**src/rtl/ofs_fim_pcie_ss_rx_merge_if.sv**
```systemverilog
// AXI-S beat bundle shared by the CplD, request and merged RX streams.
interface ofs_fim_pcie_ss_rx_merge_if #(
   parameter int DATA_WIDTH = 512,
   parameter int TUSER_W    = 1
);
   logic                    tvalid;
   logic                    tready;
   logic [DATA_WIDTH-1:0]   tdata;
   logic [DATA_WIDTH/8-1:0] tkeep;
   logic                    tlast;
   logic [TUSER_W-1:0]      tuser;

   modport master (output tvalid, tdata, tkeep, tlast, tuser, input tready);
   modport slave  (input tvalid, tdata, tkeep, tlast, tuser, output tready);
endinterface

```
**src/rtl/ofs_fim_pcie_ss_rx_merge.sv**
```systemverilog
// Packet-atomic merge of the RX CplD and request streams into one registered
// stream; completions win up to CPLD_WEIGHT packets in a row while requests wait.
//
// state     | meaning
// ----------+-----------------------------------------------
// IDLE      | no packet open, grant arbitrated this cycle
// LOCK_CPLD | CplD packet in flight, grant pinned to CplD
// LOCK_REQ  | request packet in flight, grant pinned to req
module ofs_fim_pcie_ss_rx_merge #(
   parameter int DATA_WIDTH  = 512,
   parameter int TUSER_W     = 1,
   parameter int CPLD_WEIGHT = 2
) (
   input  logic                              clk,
   input  logic                              rst_n,
   ofs_fim_pcie_ss_rx_merge_if.slave         s_cpld,
   ofs_fim_pcie_ss_rx_merge_if.slave         s_req,
   ofs_fim_pcie_ss_rx_merge_if.master        m,
   output logic                              m_src
);
   localparam int              RUN_W   = $clog2(CPLD_WEIGHT + 1);
   localparam logic [RUN_W-1:0] RUN_MAX = RUN_W'(CPLD_WEIGHT);

   typedef enum logic [1:0] {
      IDLE      = 2'd0,
      LOCK_CPLD = 2'd1,
      LOCK_REQ  = 2'd2
   } state_t;

   state_t                  state;
   state_t                  state_nxt;
   logic [RUN_W-1:0]        cpld_run;
   logic                    load;
   logic                    grant_cpld;
   logic                    grant_req;
   logic                    accept_cpld;
   logic                    accept_req;
   logic                    accept;
   logic [DATA_WIDTH-1:0]   beat_data;
   logic [DATA_WIDTH/8-1:0] beat_keep;
   logic                    beat_last;
   logic [TUSER_W-1:0]      beat_user;

   assign load = !m.tvalid || m.tready;

   always_ff @(posedge clk or negedge rst_n) begin
      if (!rst_n) begin
         state <= IDLE;
      end else begin
         state <= state_nxt;
      end
   end

   // IDLE arbitration is combinational so back-to-back packets see no bubble.
   always_comb begin
      state_nxt   = state;
      grant_cpld  = 1'b0;
      grant_req   = 1'b0;
      case (state)
         IDLE: begin
            if (s_cpld.tvalid && (!s_req.tvalid || (cpld_run < RUN_MAX))) begin
               grant_cpld = 1'b1;
            end else if (s_req.tvalid) begin
               grant_req = 1'b1;
            end
         end
         LOCK_CPLD: grant_cpld = 1'b1;
         LOCK_REQ:  grant_req  = 1'b1;
         default:   state_nxt  = IDLE;
      endcase

      accept_cpld = grant_cpld && s_cpld.tvalid && load;
      accept_req  = grant_req  && s_req.tvalid  && load;
      accept      = accept_cpld || accept_req;

      if (accept_cpld) begin
         state_nxt = s_cpld.tlast ? IDLE : LOCK_CPLD;
      end else if (accept_req) begin
         state_nxt = s_req.tlast ? IDLE : LOCK_REQ;
      end
   end

   assign s_cpld.tready = grant_cpld && load;
   assign s_req.tready  = grant_req  && load;

   always_comb begin
      beat_data = s_req.tdata;
      beat_keep = s_req.tkeep;
      beat_last = s_req.tlast;
      beat_user = s_req.tuser;
      if (grant_cpld) begin
         beat_data = s_cpld.tdata;
         beat_keep = s_cpld.tkeep;
         beat_last = s_cpld.tlast;
         beat_user = s_cpld.tuser;
      end
   end

   // Run length only moves on packet boundaries; a req packet resets the streak.
   always_ff @(posedge clk or negedge rst_n) begin
      if (!rst_n) begin
         cpld_run <= '0;
      end else if (accept_cpld && s_cpld.tlast) begin
         if (cpld_run != RUN_MAX) begin
            cpld_run <= cpld_run + 1'b1;
         end
      end else if (accept_req && s_req.tlast) begin
         cpld_run <= '0;
      end
   end

   always_ff @(posedge clk or negedge rst_n) begin
      if (!rst_n) begin
         m.tvalid <= 1'b0;
         m.tdata  <= '0;
         m.tkeep  <= '0;
         m.tlast  <= 1'b0;
         m.tuser  <= '0;
         m_src    <= 1'b0;
      end else if (accept) begin
         m.tvalid <= 1'b1;
         m.tdata  <= beat_data;
         m.tkeep  <= beat_keep;
         m.tlast  <= beat_last;
         m.tuser  <= beat_user;
         m_src    <= grant_cpld;
      end else if (m.tready) begin
         m.tvalid <= 1'b0;
      end
   end
endmodule
```
**src/flat_wrapper.sv**
```systemverilog
// flat-port wrapper written by rule: the top's interface ports become plain ports
module ofs_fim_pcie_ss_rx_merge_flat 
#(
   parameter int DATA_WIDTH  = 512,
   parameter int TUSER_W     = 1,
   parameter int CPLD_WEIGHT = 2
)
  (clk, rst_n, m_src, s_cpld_tvalid, s_cpld_tdata, s_cpld_tkeep, s_cpld_tlast, s_cpld_tuser, s_cpld_tready, s_req_tvalid, s_req_tdata, s_req_tkeep, s_req_tlast, s_req_tuser, s_req_tready, m_tvalid, m_tdata, m_tkeep, m_tlast, m_tuser, m_tready);
  ofs_fim_pcie_ss_rx_merge_if #(.DATA_WIDTH(DATA_WIDTH), .TUSER_W(TUSER_W)) s_cpld_i ();
  ofs_fim_pcie_ss_rx_merge_if #(.DATA_WIDTH(DATA_WIDTH), .TUSER_W(TUSER_W)) s_req_i ();
  ofs_fim_pcie_ss_rx_merge_if #(.DATA_WIDTH(DATA_WIDTH), .TUSER_W(TUSER_W)) m_i ();
  input  logic clk;
  input  logic rst_n;
  output logic m_src;
  input wire logic [$bits(s_cpld_i.tvalid)-1:0] s_cpld_tvalid;
  input wire logic [$bits(s_cpld_i.tdata)-1:0] s_cpld_tdata;
  input wire logic [$bits(s_cpld_i.tkeep)-1:0] s_cpld_tkeep;
  input wire logic [$bits(s_cpld_i.tlast)-1:0] s_cpld_tlast;
  input wire logic [$bits(s_cpld_i.tuser)-1:0] s_cpld_tuser;
  output wire logic [$bits(s_cpld_i.tready)-1:0] s_cpld_tready;
  input wire logic [$bits(s_req_i.tvalid)-1:0] s_req_tvalid;
  input wire logic [$bits(s_req_i.tdata)-1:0] s_req_tdata;
  input wire logic [$bits(s_req_i.tkeep)-1:0] s_req_tkeep;
  input wire logic [$bits(s_req_i.tlast)-1:0] s_req_tlast;
  input wire logic [$bits(s_req_i.tuser)-1:0] s_req_tuser;
  output wire logic [$bits(s_req_i.tready)-1:0] s_req_tready;
  output wire logic [$bits(m_i.tvalid)-1:0] m_tvalid;
  output wire logic [$bits(m_i.tdata)-1:0] m_tdata;
  output wire logic [$bits(m_i.tkeep)-1:0] m_tkeep;
  output wire logic [$bits(m_i.tlast)-1:0] m_tlast;
  output wire logic [$bits(m_i.tuser)-1:0] m_tuser;
  input wire logic [$bits(m_i.tready)-1:0] m_tready;
  assign s_cpld_i.tvalid = s_cpld_tvalid;
  assign s_cpld_i.tdata = s_cpld_tdata;
  assign s_cpld_i.tkeep = s_cpld_tkeep;
  assign s_cpld_i.tlast = s_cpld_tlast;
  assign s_cpld_i.tuser = s_cpld_tuser;
  assign s_cpld_tready = s_cpld_i.tready;
  assign s_req_i.tvalid = s_req_tvalid;
  assign s_req_i.tdata = s_req_tdata;
  assign s_req_i.tkeep = s_req_tkeep;
  assign s_req_i.tlast = s_req_tlast;
  assign s_req_i.tuser = s_req_tuser;
  assign s_req_tready = s_req_i.tready;
  assign m_tvalid = m_i.tvalid;
  assign m_tdata = m_i.tdata;
  assign m_tkeep = m_i.tkeep;
  assign m_tlast = m_i.tlast;
  assign m_tuser = m_i.tuser;
  assign m_i.tready = m_tready;
  ofs_fim_pcie_ss_rx_merge #(.DATA_WIDTH(DATA_WIDTH), .TUSER_W(TUSER_W), .CPLD_WEIGHT(CPLD_WEIGHT)) u_core (.clk(clk), .rst_n(rst_n), .s_cpld(s_cpld_i), .s_req(s_req_i), .m(m_i), .m_src(m_src));
endmodule
```
**config.mk**
```make
export PLATFORM = sky130hd
export DESIGN_NAME = ofs_fim_pcie_ss_rx_merge_flat
export DESIGN_NICKNAME = d
export VERILOG_FILES = /design/src/rtl/ofs_fim_pcie_ss_rx_merge_if.sv /design/src/rtl/ofs_fim_pcie_ss_rx_merge.sv /design/src/flat_wrapper.sv
export SDC_FILE = /design/constraint.sdc
export NUM_CORES = 1
export LEC_CHECK = 0
export ABC_AREA = 1
export CAP_MARGIN = 40
export CORE_AREA = 5 5 682 684
export DETAILED_ROUTE_END_ITERATION = 12
export DIE_AREA = 0 0 687 689
export DONT_BUFFER_PORTS = 1
export SYNTH_ARGS = -nofsm -noshare
export SYNTH_HDL_FRONTEND = slang
export SYNTH_SLANG_ARGS = --single-unit
```
**constraint.sdc**
```tcl
create_clock -name clk -period 1.8 [get_ports clk]
set_input_delay 0.09 -clock clk [delete_from_list [all_inputs] [get_ports clk]]
set_output_delay 0.09 -clock clk [all_outputs]
set_load 0.01 [all_outputs]
```
==> metrics.yaml <==
placed_design:
  io_buffers: 0
  placed_cell_area_um2: 38600
  routabilityCongestion: 1.08
  dp_hpwl_um: 341000
cts:
  h-tree-depth: 3
  clockBufferDepth: 4
  root_buffer: "clkbuf_16"
  insertion_delay_ns: 0.85
  cts_buffers: 79
  cts_sinks: 584
  cts_tree: "yes"
  hold_buffers: 1534
  cts.reportedPaths.clkPinSlew_ns: 0.06
yosys:
  syn_area_um2: 29800
  synthCells: 3772
  synthTopCellsByArea: "dfrtp_1, nand2_1, o211ai_1"
  synth-edff-count: 0
  synth_warnings: 0
  avgSynthCellArea_um2: 7.91
  ys.flop_type: "dfrtp_1"
  yosysTopAreaCell: "dfrtp_1"
  synth-seq-cells: 584
  synth_nets: 4934
  synth_common_cells: "nand2_1, inv_1, dfrtp_1, o211ai_1, buf_2"
  netlist.area_leader.share: 0.490
  yosysMostFrequentCell: "nand2_1"
  ys_seq_area_frac: 0.490
  synth.distinct_cells: 20
  async_reset_ff_frac: 1.00
finish:
  fin_area_um2: 58000
  layout.nets: 6584
  area_growth_pct: 94.5
  final_util: 0.127
  final_layout_size_suffix_gt1_frac: 0.0897
setup_path:
  cp.depth: 12
  critPathMostFrequentCell: "nand2_1"
  cp_max_fo: 25
  cp_num_buf_inv: 5
  cpPeakStageDelay_ns: 0.37
  critPathCaptureType: "register"
  crit_arrival_ns: 2.79
  crit_slowest_cell: "dfrtp_1"
  reg2reg_depth: 12
  critPathLaunchType: "register"
  required_ns: 2.42
  crit_family: "buffers and inverters"
  criticalPathCategory: "register to register"
  crit_chain: "nand2_1 > nand2_2 > nand2_2 > nand4_1 > buf_6 > nand2_8 > buf_16 > inv_8 > buf_16 > clkbuf_16 > nand2_1 > nand2_1"
floorplan:
  fp-row-count: 249
  ios: 1743
  die_width_um: 687
  initial_core_util: 0.0651
  core_um2: 458000
  dieHeight_um: 689
  design.die.area_um2: 473000
timing:
  fmax_ghz: 0.462
  worst_slack_ns: -0.365
  hold_viol: 3
  fin_crit_ns: 2.17
  finalClockSkew_ns: 0.0834
  worstMarginPinSlew_ns: 0.726
  setup-violations-final: 583
  grt_setup_unrepaired: "yes"
  maxSlewViolCount: 0
  finalCritPeriodShare: 1.20
  slew_headroom: 0.515
  hold_ws_ns: -0.179
routing:
  routed_via_density: 3.28
  ant_nets: 0
  drc: 0
  drt-pass1-iter-count: 7
  vias: 38900
  wire_per_inst_um: 33.3
  drtIter0Drc: 4101
  wirelength_um: 395000
global_route:
  grt_max_degree: 76
  grt_util_all_layers: 0.157
  overflow: 0
  grt_pass1_wl_um: 469000
  grt_pass1_vias: 36700
  antenna_found_initial: 555
power_and_ir_drop:
  power_density_nw_per_um2: 1480
  ir_worst_vdd_mv: 0.979
  total_power_w: 0.0858
  p_leak_nw: 25.8
worst_hold_path:
  hold_path.class: "primary input to register"
  min_path_cells: 5
run:
  drv_cap: 0
status:
  outcome: "finished with violations"
  violations: "hold timing, setup timing"
## routing by layer
layer  vias to the layer above  global-route usage  routed length (µm)
li1                      15500                   -                   -
met1                     18300               0.170              141000
met2                      3435               0.253              177000
met3                      1508              0.0739               46000
met4                       242              0.0845               28600
met5                         -             0.00162                1570
## sequential cells by signal, summed over array words and instances, names as in the netlist
register / flops
u_core.cpld_run: 2
u_core.m.tlast: 1
u_core.state: 2
u_core.m.tdata: 512
u_core.m.tuser: 1
u_core.m.tvalid: 1
u_core.m_src: 1
u_core.m.tkeep: 64
## area by class of cell
cell class                 instances  area [µm²]
clock inverter                    22         284
timing repair buffer            1825       19000
tap                             6149        7690
sequential                       584       14600
inverter                         588        2220
clock buffer                     111        2240
fill                           52000      400000
antenna                          239         598
multi-input combinational       2344       11400
## power breakdown
part / internal [W] / switching [W]
sequential: 0.0198 / 0.0126
clock: 0.00937 / 0.00704
combinational: 0.0143 / 0.0227
total: 0.0435 / 0.0423
## timing repair
item,in CTS,in global routing
pin swaps,5,8
setup buffers,6,5
gates resized for setup,37,42
endpoints found under the setup margin,585,588
endpoints found under the hold margin,1168,5
cloned,4,13
## placed cells by master (no fill, tap or decap), types with 12 or more instances in the layout
cell and instances:
buf_4 174, clkbuf_16 92, nand2_1 1744, buf_6 28, diode_2 239, dlygate4sd3_1 1533, clkbuf_8 12, buf_12 50
buf_16 20, inv_1 585, o211ai_2 70, clkbuf_1 19, o211ai_1 507, dfrtp_1 584
## stage by stage
step	setup slack (ns)	setup TNS (ns)	cells
6_report	-0.365	-102.43	11900
5_1_grt	-0.380	-159.66	11800
3_3_place_gp	-0.346	-116.07	9928
2_1_floorplan	0.319	0	3772
4_1_cts	-0.299	-104.17	11600
3_5_place_dp	-0.389	-137.38	9928
## cells by family (layout without fill, tap and decap cells)
logic type | after synthesis | in the layout | share of synthesized area
buffers and inverters | 844 | 2546 | 0.130
adder cells (fa/ha/maj) | 1 | 1 | 0.000419
AO/OA/AOI/OAI | 577 | 577 | 0.157
flip-flops | 584 | 584 | 0.490
other | 0 | 239 | 0
AND/OR/NAND/NOR | 1766 | 1766 | 0.223
## final timing paths
| check | startpoint | end | slack (ns) |
|---|---|---|---|
| setup / recovery | u_core.cpld_run[1] | u_core.m.tkeep[53] | -0.37 |
| hold / removal | s_cpld_tvalid | u_core.m_src | -0.18 |
| setup reg to reg | u_core.cpld_run[1] | u_core.m.tkeep[53] | -0.37 |
| hold reg to reg | u_core.m.tdata[441] | u_core.m.tdata[441] | 0.49 |
| max in group asynchronous | rst_n | u_core.m.tkeep[43] | 0.97 |
| min in group asynchronous | rst_n | u_core.m.tdata[445] | 0.15 |
## tightest hold or removal path, cell delays in order
cell,delay [ns]
nand4_1,0.07
buf_6,0.13
buf_4,0.10
buf_4,0.10
nand2_1,0.05
Note: power is estimated with default switching activity, not from simulation.
